$ cat config.mk
export PLATFORM = sky130hd
export DESIGN_NAME = alu_seq
export DESIGN_NICKNAME = d
export VERILOG_FILES = /design/src/rtl/alu_seq.sv
export SDC_FILE = /design/constraint.sdc
export NUM_CORES = 1
export LEC_CHECK = 0
export ABC_AREA = 1
export CELL_PAD_IN_SITES_DETAIL_PLACEMENT = 1
export CELL_PAD_IN_SITES_GLOBAL_PLACEMENT = 1
export CORE_ASPECT_RATIO = 0.8
export CORE_UTILIZATION = 37
export CTS_BUF_LIST = sky130_fd_sc_hd__clkbuf_8
export DETAILED_ROUTE_END_ITERATION = 7
export PLACE_DENSITY_LB_ADDON = 0.1
export SLEW_MARGIN = 20
export SYNTH_ARGS = -nofsm -noshare
export SYNTH_HDL_FRONTEND = slang
export SYNTH_SLANG_ARGS = --single-unit
$ cat constraint.sdc
create_clock -name clk -period 2.52 [get_ports clk]
set_clock_uncertainty 0.1 [all_clocks]
set_input_delay 0.252 -clock clk [delete_from_list [all_inputs] [get_ports clk]]
set_output_delay 0.252 -clock clk [all_outputs]
set_load 0.02 [all_outputs]
$ cat src/rtl/alu_seq.sv
// alu_seq: registered ALU with single-cycle arithmetic/logic ops and a
// multi-cycle shift-add unsigned multiplier.
//
// Ports:
//   clk              sole clock, rising edge
//   reset            synchronous active-low reset
//   start            operation request, accepted only while busy=0
//   A, B             WIDTH-bit operands
//   ALUOp            operation select within the arit/logic group
//   arit             1 = arithmetic group, 0 = logic group
//   mul              1 = unsigned multiply (overrides ALUOp/arit)
//   R                2*WIDTH-bit registered result
//   zero/carry/sign/ovf  registered flags
//   busy             high while a multiply is in progress
//   done             one-cycle pulse when R and flags update
module alu_seq #(
    parameter int unsigned WIDTH = 8
) (
    input  logic               clk,
    input  logic               reset,
    input  logic               start,
    input  logic [WIDTH-1:0]   A,
    input  logic [WIDTH-1:0]   B,
    input  logic [1:0]         ALUOp,
    input  logic               arit,
    input  logic               mul,
    output logic [2*WIDTH-1:0] R,
    output logic               zero,
    output logic               carry,
    output logic               sign,
    output logic               ovf,
    output logic               busy,
    output logic               done
);

    localparam int unsigned CntW = $clog2(WIDTH + 1);
    localparam logic [CntW-1:0] LastCnt = CntW'(WIDTH - 1);

    typedef enum logic {StIdle, StMul} state_e;

    state_e               state_q, state_d;
    logic [CntW-1:0]      cnt_q, cnt_d;
    logic [WIDTH-1:0]     mcand_q, mcand_d;
    logic [2*WIDTH-1:0]   prod_q, prod_d;
    logic [2*WIDTH-1:0]   r_q, r_d;
    logic                 zero_q, zero_d;
    logic                 carry_q, carry_d;
    logic                 sign_q, sign_d;
    logic                 ovf_q, ovf_d;
    logic                 done_q, done_d;

    // Single-cycle datapath
    logic [WIDTH-1:0] x, y;
    logic             cin;
    logic [WIDTH:0]   sum;
    logic [WIDTH-1:0] arith_res;
    logic             arith_ovf;
    logic [WIDTH-1:0] logic_res;

    // Multiplier step: {hi, lo} holds partial product in hi and remaining
    // multiplier bits in lo; each step conditionally adds then shifts right.
    logic [WIDTH:0]     mul_sum;
    logic [2*WIDTH-1:0] mul_next;

    always_comb begin
        x   = A;
        y   = B;
        cin = 1'b0;
        // Subtractions are X + ~Y + 1 so carry means "no borrow".
        unique case (ALUOp)
            2'b00: begin
                x   = A;
                y   = B;
                cin = 1'b0;
            end
            2'b01: begin
                x   = A;
                y   = ~B;
                cin = 1'b1;
            end
            2'b10: begin
                x   = B;
                y   = ~A;
                cin = 1'b1;
            end
            default: begin
                x   = '0;
                y   = ~A;
                cin = 1'b1;
            end
        endcase
        sum       = {1'b0, x} + {1'b0, y} + (WIDTH + 1)'(cin);
        arith_res = sum[WIDTH-1:0];
        arith_ovf = (x[WIDTH-1] == y[WIDTH-1]) && (arith_res[WIDTH-1] != x[WIDTH-1]);

        unique case (ALUOp)
            2'b00:   logic_res = A & B;
            2'b01:   logic_res = A | B;
            2'b10:   logic_res = A ^ B;
            default: logic_res = ~A;
        endcase
    end

    always_comb begin
        mul_sum  = {1'b0, prod_q[2*WIDTH-1:WIDTH]}
                 + (prod_q[0] ? {1'b0, mcand_q} : {(WIDTH + 1){1'b0}});
        mul_next = {mul_sum, prod_q[WIDTH-1:1]};
    end

    always_comb begin
        state_d = state_q;
        cnt_d   = cnt_q;
        mcand_d = mcand_q;
        prod_d  = prod_q;
        r_d     = r_q;
        zero_d  = zero_q;
        carry_d = carry_q;
        sign_d  = sign_q;
        ovf_d   = ovf_q;
        done_d  = 1'b0;

        unique case (state_q)
            StIdle: begin
                if (start) begin
                    if (mul) begin
                        state_d = StMul;
                        mcand_d = A;
                        prod_d  = {{WIDTH{1'b0}}, B};
                        cnt_d   = '0;
                    end else begin
                        if (arit) begin
                            r_d     = {{WIDTH{1'b0}}, arith_res};
                            carry_d = sum[WIDTH];
                            ovf_d   = arith_ovf;
                            sign_d  = arith_res[WIDTH-1];
                            zero_d  = (arith_res == '0);
                        end else begin
                            r_d     = {{WIDTH{1'b0}}, logic_res};
                            carry_d = 1'b0;
                            ovf_d   = 1'b0;
                            sign_d  = logic_res[WIDTH-1];
                            zero_d  = (logic_res == '0);
                        end
                        done_d = 1'b1;
                    end
                end
            end
            default: begin
                prod_d = mul_next;
                cnt_d  = cnt_q + CntW'(1);
                if (cnt_q == LastCnt) begin
                    state_d = StIdle;
                    cnt_d   = '0;
                    r_d     = mul_next;
                    zero_d  = (mul_next == '0);
                    carry_d = |mul_next[2*WIDTH-1:WIDTH];
                    sign_d  = 1'b0;
                    ovf_d   = 1'b0;
                    done_d  = 1'b1;
                end
            end
        endcase
    end

    always_ff @(posedge clk) begin
        if (!reset) begin
            state_q <= StIdle;
            cnt_q   <= '0;
            mcand_q <= '0;
            prod_q  <= '0;
            r_q     <= '0;
            zero_q  <= 1'b1;
            carry_q <= 1'b0;
            sign_q  <= 1'b0;
            ovf_q   <= 1'b0;
            done_q  <= 1'b0;
        end else begin
            state_q <= state_d;
            cnt_q   <= cnt_d;
            mcand_q <= mcand_d;
            prod_q  <= prod_d;
            r_q     <= r_d;
            zero_q  <= zero_d;
            carry_q <= carry_d;
            sign_q  <= sign_d;
            ovf_q   <= ovf_d;
            done_q  <= done_d;
        end
    end

    assign R     = r_q;
    assign zero  = zero_q;
    assign carry = carry_q;
    assign sign  = sign_q;
    assign ovf   = ovf_q;
    assign busy  = (state_q == StMul);
    assign done  = done_q;

endmodule

**Word level (Yosys, flattened, before mapping)**

Index checks and enable logic that the tools add are counted.

- Flip-flop bits (word level): 50
- Output and inout port bits: 22
- Word-level logic and storage cells: 83

- Add/subtract/negate cells: 4
- Eq/ne operators: 7
- Multiplexer cells: 44
- Bitwise logic cells: 6
- Reductions and logical operators: 12

Operators by type and width:

| cell | count |
|---|---|
| $mux 16 | 7 |
| $pmux 8 s2 | 2 |
| $mux 1 | 28 |
| $pmux 8 s3 | 1 |
| $add 8x8->9 | 2 |
| $logic_not 16->1 | 1 |
| $logic_not 8->1 | 2 |
| $mux 4 | 4 |
| $mux 8 | 2 |
| $not 8->8 | 2 |
| $add 9x1->9 | 1 |
| $and 8x8->8 | 1 |
| $or 8x8->8 | 1 |
| $reduce_or 8->1 | 1 |
| $xor 8x8->8 | 1 |
| $reduce_and 3->1 | 2 |
| $add 4x1->4 const B | 1 |
| $eq 4x3->1 const B | 1 |
| $ne 2x1->1 const B | 2 |
| $reduce_bool 2->1 | 2 |
| $eq 2x1->1 const B | 1 |
| $eq 2x2->1 const B | 1 |
| $logic_not 2->1 | 1 |
| $reduce_and 2->1 | 1 |
| other kinds (5) | 5 |

**Longest topological paths before layout**

- Depth after elaboration: 11
- Mapped depth: 21

**Worst setup path before layout**

OpenSTA, ideal clock, no wires.

- Path kind: input to register
- Start: input port ALUOp[1]
- End: register zero_q, in the netlist zero
- Data arrival time: 2.410 ns
- Required time: 2.362 ns
- Slack: -0.048 ns
- Cell stages on the path: 18
- Cell sequence: buf_6 buf_1 a22oi_1 o21ai_0 fa_1 inv_1 fa_1 inv_1 nand2_1 nor2_1 nand3_1 nor2_1 nand3_1 nand2_1 nand2_1 nand2_1 nand2_1 nand2_1

- Cells in the longest elaborated chain, start to end: 10
- Elaborated cells between the ends (all ways): 16
- Classes of those cells: 2 x add/sub; 2 x eq/ne; 8 x mux; 4 x reduce/logical

RTL lines:

| element | line | text |
|---|---|---|
| start, declared | 24 | `input logic [1:0] ALUOp,` |
| $eq 2x1->1 / $logic_not 2->1 (equally long branches) | 70, 96 |  |
| $reduce_or 2->1 (no source line) | - |  |
| $pmux 8 s2 | 70 | `unique case (ALUOp)` |
| $add 8x8->9 | 92 | `sum = {1'b0, x} + {1'b0, y} + (WIDTH + 1)'(cin);` |
| $add 9x1->9 | 92 |  |
| $logic_not 8->1 | 136 | `zero_d = (arith_res == '0);` |
| $mux 1 * | 131 | `if (arit) begin` |
| $mux 1 * | 125 | `if (mul) begin` |
| $mux 1 * | 124 | `if (start) begin` |
| $mux 1 * | 122 | `unique case (state_q)` |
| end signal, assigned | 183 | `zero_q <= zero_d;` |
| end, declared | 46 | `logic zero_q, zero_d;` |

Mark *: on every way between the ends. The rest lies on a longest branch, timed or not. The select of a mux whose other input is x is not followed.
A chain may end at the register's enable or synchronous reset.

**Worst setup path after layout**

- Start: input port B[0]
- End: register zero_q, in the netlist zero

- Cells in the longest elaborated chain, start to end: 9
- Elaborated cells between the ends (all ways): 15
- Classes of those cells: 2 x add/sub; 7 x mux; 4 x bitwise; 2 x reduce/logical

RTL lines:

| element | line | text |
|---|---|---|
| start, declared | 23 | `input logic [WIDTH-1:0] B,` |
| $not 8->8 | 78 | `y = ~B;` |
| $pmux 8 s2 | 70 |  |
| $add 8x8->9 | 92 |  |
| $add 9x1->9 | 92 |  |
| $logic_not 8->1 | 136 |  |
| $mux 1 * | 131 |  |
| $mux 1 * | 125 |  |
| $mux 1 * | 124 |  |
| $mux 1 * | 122 |  |

Marked as above.

==> metrics.csv <==
stage,metric,value,unit
run_status,run status,finished clean,
synthesis,Cells after Synth,540,
cts,CTS H-tree lvls,2,
grt,overflow left after global routing,0,
cts,hold buffers post-CTS,0,
setup_path,Worst Path Arrival,2.50,ns
grt,number of global-route vias before repair,3988,
sta,RSZ-0062 raised after global routing,false,
placed_design,global placement routability congestion,0.884,
cts,CTS tree,built,
sta,setup slack after layout,0.179,ns
power,leakage power,2.33,nW
synthesis,share of flip-flops with an asynchronous set or reset,0,%
grt,global-route wire length before repair,20300,um
route,Routed WL,12500,um
min_path,hold depth,2,
route,DR pass1 iterations,4,
cts,clk_lat worst skew,0.30,ns
placed_design,cell area after placement,0.00459,mm2
synthesis,Synth Register Bits,50,
layout,most frequent cells in the layout,"nand2_1 (151), inv_1 (66), buf_4 (64)",
cts,TritonCTS Buffers,5,
setup_path,R2R depth,14,
sta,Worst slew margin,54.2,%
grt,initial antenna violation count,0,
setup_path,Worst setup SP type,primary input,
layout,final cell count without fillers,754,
placed_design,DP Wirelength,10100,um
sta,post-route minimum period,2.34,ns
layout,Nets,696,
die,die area,0.0103,mm2
sta,WHS,0.371,ns
placed_design,number of port buffers,44,
synthesis,top post-synthesis cells by area,"dfxtp_1 (27%), nand2_1 (16%), ha_1 (11%)",
synthesis,Unique masters post-synth,46,
min_path,Hold Path Class,reg -> reg,
die,die width,113,um
die,Initial Util,39.1,%
route,# DRC,0,
grt,largest net degree at the start of global routing,36,
synthesis,syn_nets,598,
placed_design,dpl cells,742,
power,clock share of power,24.6,%
grt,met3 global-route usage,4.23,%
cts,clock tree buffer depth,2,
cts,root buffer selected by CTS,clkbuf_8,
cts,Clock Pin Slew Worst Setup and Hold Paths,0.10,ns
setup_path,worst setup path category,in -> reg,
sta,setup TNS,0,ns
setup_path,CP Capture Type,register,
power,IR Drop Worst-Case VDD,343,uV
synthesis,post-synthesis sequential area ratio,27.5,%
synthesis,Yosys warning count,0,
setup_path,CP Max Fanout,4,
power,Sw Share,33.6,%
power,power share of the sequential group,40.5,%
sta,period utilisation layout,92.9,%
synthesis,Mapped Area,0.00364,mm2
layout,ant diodes,0,
sta,Final setup viols,0,
power,Logic pwr share,34.9,%
layout,fraction of layout cells with a size suffix above 1,17.4,%
sta,Max Slew Vio Count,0,
die,core area,0.00931,mm2
grt,Total GRT Usage,25.3,%
synthesis,predominant post-synthesis flop cell,dfxtp_1,
setup_path,critical path required time,2.68,ns
sta,Fmax,0.427,GHz
die,cell row count,31,
sta,final hold violations,0,
route,via count,3993,
job,total of max-cap violations,0,
grt,M2 GR Usage,37.7,%
grt,GRT busiest layer,met1,
die,IO Count,45,
cts,CTS Sinks,50,
synthesis,Post-synth EDFFs,0,
sta,Slew @ Worst Pin,0.687,ns
synthesis,leading area contributor after synthesis,dfxtp_1,
route,1st-iter DRT viols,160,
layout,P&R area growth vs syn,30.9,%
route,Via density,5.30,
placed_design,pre-CTS setup slack,-0.620,ns
die,Chip Height,90.8,um
layout,final instance area,0.00477,mm2
route,drt wl/cell,16.5,um
power,cell area power density,446,mW/mm2
synthesis,Synth Area per Inst,6.75,um2
power,internal power,1.41,mW
grt,met1 usage,38.7,%
layout,"most common cell after layout, fill and taps aside",nand2_1,
synthesis,area share of the largest cell type after synthesis,27.5,%
route,Routed Antenna Nets,0,
power,Net Sw Power,715,uW
## what timing repair did
| item | 4_1_cts | 5_1_grt |
|---|---|---|
| setup buffers | 2 | 2 |
| pin swaps | 3 | 9 |
| gates cloned | 0 | 0 |
| resized for setup | 12 | 15 |
| setup endpoints to repair | 10 | 6 |
## cells in the mapped netlist, types with 4 or more instances
| cell | number |
|---|---|
| nand3b_1 | 5 |
| nor2_1 | 20 |
| dfxtp_1 | 50 |
| nand2_2 | 4 |
| ha_1 | 32 |
| o21ai_0 | 38 |
| buf_4 | 4 |
| a21oi_1 | 41 |
| a31oi_1 | 11 |
| inv_1 | 68 |
| clkbuf_1 | 7 |
| nand2_1 | 151 |
| nand4_1 | 12 |
| buf_2 | 5 |
| inv_2 | 5 |
| nand3_1 | 35 |
| o22ai_1 | 13 |
## flip-flops by register name, indices dropped and copies added (netlist names), 4 cells and up
name / count
mcand_q: 8
cnt_q: 4
prod_q: 16
R: 16
## stage by stage
| step | power [mW] | utilization [%] |
|---|---|---|
| 6_report | 2.13 | 51.2 |
| 5_1_grt | 2.26 | 51.2 |
| 4_1_cts | 2.13 | 50.8 |
| 3_5_place_dp | 1.59 | 49.4 |
| 3_3_place_gp | 1.57 | 49.4 |
| 2_1_floorplan | 1.26 | - |
## path summary, 6_finish.rpt
check | startpoint | end | slack, ns
worst min-delay path | cnt_q[3] | cnt_q[3] | 0.37
worst max register to register | prod_q[0] | carry | 0.24
worst min register to register | cnt_q[3] | cnt_q[3] | 0.37
worst max-delay path | B[0] | zero | 0.18
## routing by layer
metal	wire, um	share of wire (%)
met4	83	0.67
met3	619	5.0
met5	0	0
met1	6530	52
met2	5230	42
## cell families after synthesis
family	synth area share, %
and+or+nand+nor	29.3
adders and majority gates	12.6
xor gates and xnor gates	0.481
DFF	27.5
AOI/OAI and AO/OA	18.7
buffers and inverters	11.4
## worst max-delay path, stage by stage
cell,delay (ns)
dlygate4sd2_1,0.24
inv_2,0.08
a22oi_2,0.16
o21ai_2,0.08
fa_2,0.38
inv_2,0.08
fa_2,0.44
inv_1,0.06
nand2_1,0.05
nor2_1,0.11
nand3_1,0.08
nor2_1,0.11
nand3_1,0.07
nand2_1,0.07
nand2_1,0.05
nand2_1,0.05
nand2_1,0.05
nand2_1,0.07
## power groups by stage
stage | Combinational, mW | Clock, mW | Sequential, mW
floorplan | 0.363 | 0 | 0.900
global placement | 0.694 | 0 | 0.879
detailed placement | 0.715 | 0 | 0.879
CTS | 0.729 | 0.536 | 0.862
global route | 0.813 | 0.579 | 0.867
finish | 0.742 | 0.524 | 0.862
## cell type report
class	count	area, um2
Fill cell	1202	4540
Clock buffer	7	96.3
Timing Repair Buffer	111	951
Multi-Input combinational cell	394	2270
Inverter	76	297
Sequential cell	50	1000
Tap cell	115	144
Clock inverter	1	8.76
No activity file was read; power rests on OpenSTA's default activity.
